===== src/rtl/serial_subtractor_pkg.sv =====
// Shared types and constants for the bit-serial subtractor.
package sub_pkg;

  localparam int SUB_W_DEFAULT = 8;

  typedef enum logic [1:0] {
    IDLE = 2'd0,
    RUN  = 2'd1,
    DONE = 2'd2
  } state_t;

endpackage


===== src/rtl/serial_subtractor_if.sv =====
// Operand/result handshake bundle for serial_subtractor.
interface serial_subtractor_if
  import sub_pkg::*;
#(
  parameter int W = SUB_W_DEFAULT
);

  logic         in_valid;
  logic         in_ready;
  logic [W-1:0] a;
  logic [W-1:0] b;
  logic         bin;
  logic         out_valid;
  logic         out_ready;
  logic [W-1:0] d;
  logic         bout;
  logic         ovf;
  logic         busy;

  modport master (
    output in_valid, a, b, bin, out_ready,
    input  in_ready, out_valid, d, bout, ovf, busy
  );

  modport slave (
    input  in_valid, a, b, bin, out_ready,
    output in_ready, out_valid, d, bout, ovf, busy
  );

endinterface


===== src/rtl/serial_subtractor_full_sub.sv =====
// One-bit full-subtractor cell: diff = x - y - z, borrow out when the result goes negative.
module full_sub (
  input  logic x,
  input  logic y,
  input  logic z,
  output logic diff,
  output logic borrow
);

  assign diff   = x ^ y ^ z;
  assign borrow = (~x & y) | (~(x ^ y) & z);

endmodule


===== src/rtl/serial_subtractor.sv =====
// Bit-serial W-bit subtractor d = a - b - bin, LSB first through one full_sub cell,
// with valid/ready handshakes on both operand and result sides.
module serial_subtractor
  import sub_pkg::*;
#(
  parameter int W = SUB_W_DEFAULT
) (
  input logic              clk,
  input logic              rst,
  serial_subtractor_if.slave bus
);

  localparam int CW = $clog2(W + 1);
  localparam logic [CW-1:0] CNT_LAST = CW'(W - 1);

  state_t         state_reg, state_next;
  logic [W-1:0]   a_sh_reg, a_sh_next;
  logic [W-1:0]   b_sh_reg, b_sh_next;
  logic [W-1:0]   d_sh_reg, d_sh_next;
  logic [W-1:0]   d_out_reg, d_out_next;
  logic           br_reg, br_next;
  logic [CW-1:0]  cnt_reg, cnt_next;
  logic           a_msb_reg, a_msb_next;
  logic           b_msb_reg, b_msb_next;
  logic           bout_reg, bout_next;
  logic           ovf_reg, ovf_next;

  logic           cell_diff;
  logic           cell_borrow;
  logic [W:0]     d_cat;

  full_sub u_cell (
    .x      (a_sh_reg[0]),
    .y      (b_sh_reg[0]),
    .z      (br_reg),
    .diff   (cell_diff),
    .borrow (cell_borrow)
  );

  // Concatenate-then-select keeps the right shift legal for W=1.
  assign d_cat = {cell_diff, d_sh_reg};

  always_comb begin
    state_next = state_reg;
    a_sh_next  = a_sh_reg;
    b_sh_next  = b_sh_reg;
    d_sh_next  = d_sh_reg;
    d_out_next = d_out_reg;
    br_next    = br_reg;
    cnt_next   = cnt_reg;
    a_msb_next = a_msb_reg;
    b_msb_next = b_msb_reg;
    bout_next  = bout_reg;
    ovf_next   = ovf_reg;

    case (state_reg)
      IDLE: begin
        if (bus.in_valid) begin
          a_sh_next  = bus.a;
          b_sh_next  = bus.b;
          br_next    = bus.bin;
          cnt_next   = '0;
          a_msb_next = bus.a[W-1];
          b_msb_next = bus.b[W-1];
          state_next = RUN;
        end
      end
      RUN: begin
        a_sh_next = a_sh_reg >> 1;
        b_sh_next = b_sh_reg >> 1;
        d_sh_next = d_cat[W:1];
        br_next   = cell_borrow;
        cnt_next  = cnt_reg + CW'(1);
        if (cnt_reg == CNT_LAST) begin
          // Result registers only change here, so d/bout/ovf stay frozen between operations.
          d_out_next = d_cat[W:1];
          bout_next  = cell_borrow;
          ovf_next   = (a_msb_reg ^ b_msb_reg) & (a_msb_reg ^ cell_diff);
          state_next = DONE;
        end
      end
      DONE: begin
        if (bus.out_ready) begin
          state_next = IDLE;
        end
      end
      default: state_next = IDLE;
    endcase
  end

  always_ff @(posedge clk) begin
    if (rst) begin
      state_reg <= IDLE;
      a_sh_reg  <= '0;
      b_sh_reg  <= '0;
      d_sh_reg  <= '0;
      d_out_reg <= '0;
      br_reg    <= 1'b0;
      cnt_reg   <= '0;
      a_msb_reg <= 1'b0;
      b_msb_reg <= 1'b0;
      bout_reg  <= 1'b0;
      ovf_reg   <= 1'b0;
    end else begin
      state_reg <= state_next;
      a_sh_reg  <= a_sh_next;
      b_sh_reg  <= b_sh_next;
      d_sh_reg  <= d_sh_next;
      d_out_reg <= d_out_next;
      br_reg    <= br_next;
      cnt_reg   <= cnt_next;
      a_msb_reg <= a_msb_next;
      b_msb_reg <= b_msb_next;
      bout_reg  <= bout_next;
      ovf_reg   <= ovf_next;
    end
  end

  assign bus.in_ready  = (state_reg == IDLE);
  assign bus.out_valid = (state_reg == DONE);
  assign bus.busy      = (state_reg != IDLE);
  assign bus.d         = d_out_reg;
  assign bus.bout      = bout_reg;
  assign bus.ovf       = ovf_reg;

endmodule


===== src/flat_wrapper.sv =====
// flat-port wrapper written by rule: the top's interface ports become plain ports
module serial_subtractor_flat import sub_pkg::*;
#(
  parameter int W = SUB_W_DEFAULT
)
  (clk, rst, bus_in_valid, bus_a, bus_b, bus_bin, bus_out_ready, bus_in_ready, bus_out_valid, bus_d, bus_bout, bus_ovf, bus_busy);
  serial_subtractor_if #(.W(W)) bus_i ();
  input logic clk;
  input logic rst;
  input wire logic [$bits(bus_i.in_valid)-1:0] bus_in_valid;
  input wire logic [$bits(bus_i.a)-1:0] bus_a;
  input wire logic [$bits(bus_i.b)-1:0] bus_b;
  input wire logic [$bits(bus_i.bin)-1:0] bus_bin;
  input wire logic [$bits(bus_i.out_ready)-1:0] bus_out_ready;
  output wire logic [$bits(bus_i.in_ready)-1:0] bus_in_ready;
  output wire logic [$bits(bus_i.out_valid)-1:0] bus_out_valid;
  output wire logic [$bits(bus_i.d)-1:0] bus_d;
  output wire logic [$bits(bus_i.bout)-1:0] bus_bout;
  output wire logic [$bits(bus_i.ovf)-1:0] bus_ovf;
  output wire logic [$bits(bus_i.busy)-1:0] bus_busy;
  assign bus_i.in_valid = bus_in_valid;
  assign bus_i.a = bus_a;
  assign bus_i.b = bus_b;
  assign bus_i.bin = bus_bin;
  assign bus_i.out_ready = bus_out_ready;
  assign bus_in_ready = bus_i.in_ready;
  assign bus_out_valid = bus_i.out_valid;
  assign bus_d = bus_i.d;
  assign bus_bout = bus_i.bout;
  assign bus_ovf = bus_i.ovf;
  assign bus_busy = bus_i.busy;
  serial_subtractor #(.W(W)) u_core (.clk(clk), .rst(rst), .bus(bus_i));
endmodule

===== config.mk =====
export PLATFORM = sky130hd
export DESIGN_NAME = serial_subtractor_flat
export DESIGN_NICKNAME = d
export VERILOG_FILES = /design/src/rtl/serial_subtractor_pkg.sv /design/src/rtl/serial_subtractor_if.sv /design/src/rtl/serial_subtractor_full_sub.sv /design/src/rtl/serial_subtractor.sv /design/src/flat_wrapper.sv
export SDC_FILE = /design/constraint.sdc
export NUM_CORES = 1
export LEC_CHECK = 0
export CAP_MARGIN = 20
export CORE_ASPECT_RATIO = 0.9
export CORE_MARGIN = 2
export CORE_UTILIZATION = 30
export DETAILED_ROUTE_END_ITERATION = 8
export PLACE_DENSITY = 0.61
export SETUP_SLACK_MARGIN = 0.5
export SLEW_MARGIN = 30
export SYNTH_ARGS = -nofsm -noshare
export SYNTH_HDL_FRONTEND = slang
export SYNTH_SLANG_ARGS = --single-unit

===== constraint.sdc =====
create_clock -name clk -period 1.5 [get_ports clk]
set_input_delay 0.15 -clock clk [delete_from_list [all_inputs] [get_ports clk]]
set_output_delay 0.15 -clock clk [all_outputs]
set_load 0.03 [all_outputs]

# --- Yosys cells after proc, flatten, opt, wreduce, memory -nomap -nowiden ---
# Index checks and enable logic that the tools add are counted.
totals:
  wordCells: 47
  regBits: 43
  out_inout_bits: 13
op_classes:
  bitwise: 10
  mux: 12
  addsub: 1
  n_reduce_logical: 7
  eq_ne: 6
ops:
  columns: ["op", "n"]
  rows:
  - ["8-bit one-hot mux with 2 select lines", 2]
  - ["8-bit two-way mux", 2]
  - ["4-bit one-hot mux with 2 select lines", 1]
  - ["2-bit two-way mux", 3]
  - ["2-bit one-hot mux with 3 select lines", 1]
  - ["2-bit AND reduction", 3]
  - ["4-bit by 1-bit adder with 4-bit output (second input constant)", 1]
  - ["4-bit by 3-bit equality test with 1-bit output (second input constant)", 1]
  - ["4-bit two-way mux", 1]
  - ["2-bit inequality test (second input constant)", 2]
  - ["2-bit nonzero test", 2]
  - ["1-bit XOR", 4]
  - ["1-bit bitwise AND", 3]
  - ["3-bit AND reduction", 1]
  - ["2-bit by 1-bit equality test with 1-bit output (second input constant)", 1]
  - ["2-bit equality test (second input constant)", 1]
  - ["2-bit logical NOT", 1]
  - ["2-bit by 1-bit inequality test with 1-bit output (second input constant)", 1]
  - ["1-bit inverter", 2]
  - ["1-bit one-hot mux with 2 select lines", 1]
  - ["1-bit two-way mux", 1]
  - ["1-bit OR", 1]

# --- Longest topological paths before layout ---
logic_depth:
  ltp_word: 5
  ltp_mapped: 6
  ltp_nobuf: 5

# --- Cells and area by module ---
# From an unflattened synthesis, not the netlist that was laid out.
unflattened:
  hier_cells: 212
  hier_area_um2: 1800.5
by_module_without_submodules:
  columns: ["module", "instances", "seq_area_each_um2", "cells_per_inst", "area_per_inst_um2"]
  rows:
  - ["serial_subtractor", 1, 840.8, 208, 1769.2]
  - ["full_sub", 1, 0.0, 4, 31.3]

# --- Worst setup path after synthesis ---
# No wires, ideal clock.
synth_timing:
  kind: "flip-flop to flip-flop"
  from: "register u_core.a_sh_reg[0]"
  to: "register u_core.ovf_reg, in the netlist u_core.bus.ovf"
  n_path_buf: 0
  t_required_ps: 1414
  stages_incl_launch_ff: 5
  slack_ps: 143
  arrival_ps: 1271
  period_less_slack_ps: 1357
  path_cell_list: "dfxtp_1 -> fa_1 -> nor2b_1 -> a21oi_1 -> a211oi_1"
synth_between:
  elab_chain_len: 4
synth_lines:
  columns: ["item", "line_no", "text"]
  rows:
  - ["start: declaration", "serial_subtractor.sv:17", "logic [W-1:0] a_sh_reg, a_sh_next;"]
  - ["start signal: assignment", "serial_subtractor.sv:106", "a_sh_reg <= a_sh_next;"]
  - ["1-bit XOR (2 in a row)", "serial_subtractor_full_sub.sv:10", "assign diff = x ^ y ^ z;"]
  - ["via u_core.cell_diff", "serial_subtractor.sv:28", "logic cell_diff;"]
  - ["1-bit XOR", "serial_subtractor.sv:78", "ovf_next = (a_msb_reg ^ b_msb_reg) & (a_msb_reg ^ cell_diff);"]
  - ["1-bit bitwise AND", "serial_subtractor.sv:78", null]
  - ["end signal: assignment", "serial_subtractor.sv:115", "ovf_reg <= ovf_next;"]
  - ["end: declaration", "serial_subtractor.sv:26", "logic ovf_reg, ovf_next;"]
# The timed path passes the listed nets, and every way through them passes these cells.
# A chain may end at the register's enable or synchronous reset.

# --- Worst setup path in the final report ---
layout_timing:
  from: "register u_core.br_reg"
  to: "register u_core.ovf_reg, in the netlist u_core.bus.ovf"
layout_between:
  elab_chain_len: 3
layout_lines:
  columns: ["item", "line_no", "text"]
  rows:
  - ["start: declaration", "serial_subtractor.sv:21", "logic br_reg, br_next;"]
  - ["start signal: assignment", "serial_subtractor.sv:110", "br_reg <= br_next;"]
  - ["1-bit XOR", "serial_subtractor_full_sub.sv:10", null]
  - ["via u_core.cell_diff", "serial_subtractor.sv:28", null]
  - ["1-bit XOR", "serial_subtractor.sv:78", null]
  - ["1-bit bitwise AND", "serial_subtractor.sv:78", null]
# The timed path passes the listed nets, and every way through them passes these cells.

==> flow_summary.ini <==
[clock_tree]
clock-sinks = 42
cts_tree = built
clkTransAtPathRegs_ns = 0.09
cts_buffer_depth = 2
h-tree-depth = 2
cts_root_buf = clkbuf_8
clock_latency_ns = 0.32
cts_buffers = 5

[placed_design]
dp_hpwl_um = 2787
dp_cells = 314
gp_congestion = 0.7027
io_buffers = 33

[sta]
finalSetupTns_ns = 0
worstMarginPinSlew_ns = 0.3510
max_freq_mhz = 703.0
period_minus_slack_ns = 1.422
hold_viol = 0
finalMaxSlewViolations = 0
rsz0062_at_grt = yes
skew_ns = 0.004575
setup_viol = 0
slew-limit-headroom = 0.7654
period_share = 0.9483

[synth]
synth_top_area_share = 0.4609
syn_avg_cell_area_um2 = 8.446
synth_edf_count = 0
synth_area_leaders = dfxtp_1 (46%), a21oi_1 (9.9%), a211oi_1 (7.0%)
synth_warnings = 0
yosys_most_used_dff = dfxtp_1
syn_inst = 216
synth_seq_cells = 42
ys_async_sr_fraction = 0
synth_nets = 239
yosysMostFrequentCell = dfxtp_1
yosysSeqAreaShare = 0.4609
syn_area_mm2 = 0.001824
yosys.cell_types.count = 33
synth_commonest_cells = dfxtp_1 (42), a21oi_1 (36), nand2_1 (31)
synth_top_area_cell = dfxtp_1

[detailed_routing]
initialDrtViolationCount = 72
drc = 0
vias = 1939
via_per_inst = 5.269
ant_nets = 0
routed_wl_um = 5997
drt-pass1-iter-count = 4
route.detailed.wl_per_inst_um = 16.30

[die]
die_area_mm2 = 0.006721
core.rowCount = 26
core_mm2 = 0.005791
die_y_um = 77.98
start_util = 0.3150
die_x_um = 86.20
io_pins = 34

[power]
powerDensity_mw_per_mm2 = 782.4
leakagePower_uw = 0.001344
irDropWorstVdd_mv = 0.5310
p_int_uw = 1915
pwr-share-seq = 0.446
finalPower_uw = 2711
swShare = 0.2934
p_clk_frac = 0.289
combPwrFrac = 0.265
switching_power_uw = 795.4

[layout]
final_cells = 368
fillers = 448
drive_above_1_share = 0.5872
area_growth_pct = 89.92
antenna_cells = 0
fin_util = 0.5983
nets = 320

[hold_path]
worstHoldPathType = in2reg

[grt]
grt_util_all_layers = 0.1668
antenna_found_initial = 0
grt_max_degree = 33
grt_first_pass_wirelength_um = 8742
overflow = 0
grt_pass1_vias = 1847

[critical_path]
path_class = reg2reg
endpoint_kind = register
critPathLaunchType = register
crit_fanout = 3
crit_arrival_ns = 1.63
cp.required_ns = 1.71

[run]
maxCapViolations = 0

[status]
outcome = completed
timing repair:
action | CTS | global route
resized for setup | 115 | 71
hold buffers | 0 | 0
pin swaps | 20 | 15
cloned | 7 | 4
buffers inserted | 33 | 2
endpoints found under the setup margin | 55 | 55
worst paths after layout:
kind | from | endpoint | depth (start not counted) | slack [ns]
min reg2reg | u_core.d_sh_reg[4]$_SDFFE_PP0P_ | u_core.bus.d[3]$_SDFFE_PP0P_ | 2 | 0.49
max reg2reg | u_core.br_reg$_SDFFE_PP0P_ | u_core.bus.ovf$_SDFFE_PP0P_ | 5 | 0.08
max | u_core.br_reg$_SDFFE_PP0P_ | u_core.bus.ovf$_SDFFE_PP0P_ | 5 | 0.08
min | bus_b[5] | u_core.b_sh_reg[5]$_SDFFE_PP0P_ | 3 | 0.39
final cells by class:
cell class	instances	area (um^2)	area share
clock buffers	5	68.82	0.01986
flip-flops and latches	42	864.6	0.2495
repair buffers	90	1129	0.3257
multi-input cells	153	1269	0.3662
inverters	5	21.27	0.006139
well taps	70	87.58	0.02528
clock inverters	3	25.02	0.007223
layer usage:
layer	track usage	part of all wire
met1	0.2112	0.43
met2	0.2698	0.50
met3	0.04574	0.039
met4	0.06250	0.033
met5	0	0
layout by cell type, fill, tap and decap left out, drive strengths merged, types with 2 or more instances in the layout:
master         instances
buf                   67
dfxtp                 42
a21oi                 36
nand2                 31
nor2                  20
clkdlybuf4s50         19
a211oi                17
nand3                 10
o21ai                  8
clkbuf                 8
inv                    6
nor2b                  4
or2                    2
o22ai                  2
a22oi                  2
o21ba                  2
mux2i                  2
and2b                  2
a221oi                 2
nor3b                  2
cell families (layout without fill, tap and decap cells):
logic type	after synthesis	in the layout	share of synthesized area
AOI/OAI and AO/OA	72	73	0.2476
adders and majority gates	2	2	0.01783
buffers and inverters	22	103	0.07338
DFF	42	42	0.4609
muxes	2	2	0.01097
and+or+nand+nor	76	76	0.1893
metrics by stage:
stage / area (um^2) / hold slack (ns) / setup WS (ns)
after floorplan: 2013 / 0.2877 / 0.1434
after global placement: 2425 / 0.4555 / 0.01962
after detailed placement: 2425 / 0.4631 / 0.003281
after CTS: 3139 / 0.3905 / 0.07587
after global routing: 3465 / 0.4186 / 0.02433
final: 3465 / 0.3898 / 0.07761
critical path, stage by stage, from the launching register on:
cell	delay (ns)
dfxtp_2	0.34
inv_2	0.04
fa_1	0.48
nor2b_2	0.17
a21oi_1	0.18
a211oi_2	0.09
power by group through the flow:
stage          combinational, uW  sequential (uW)  clock (uW)
6_report                     718             1210         784
2_1_floorplan                259             1220           0
5_1_grt                      765             1220         833
3_3_place_gp                 372             1240           0
4_1_cts                      613             1210         793
3_5_place_dp                 378             1240           0
No activity file was read; power rests on OpenSTA's default activity.
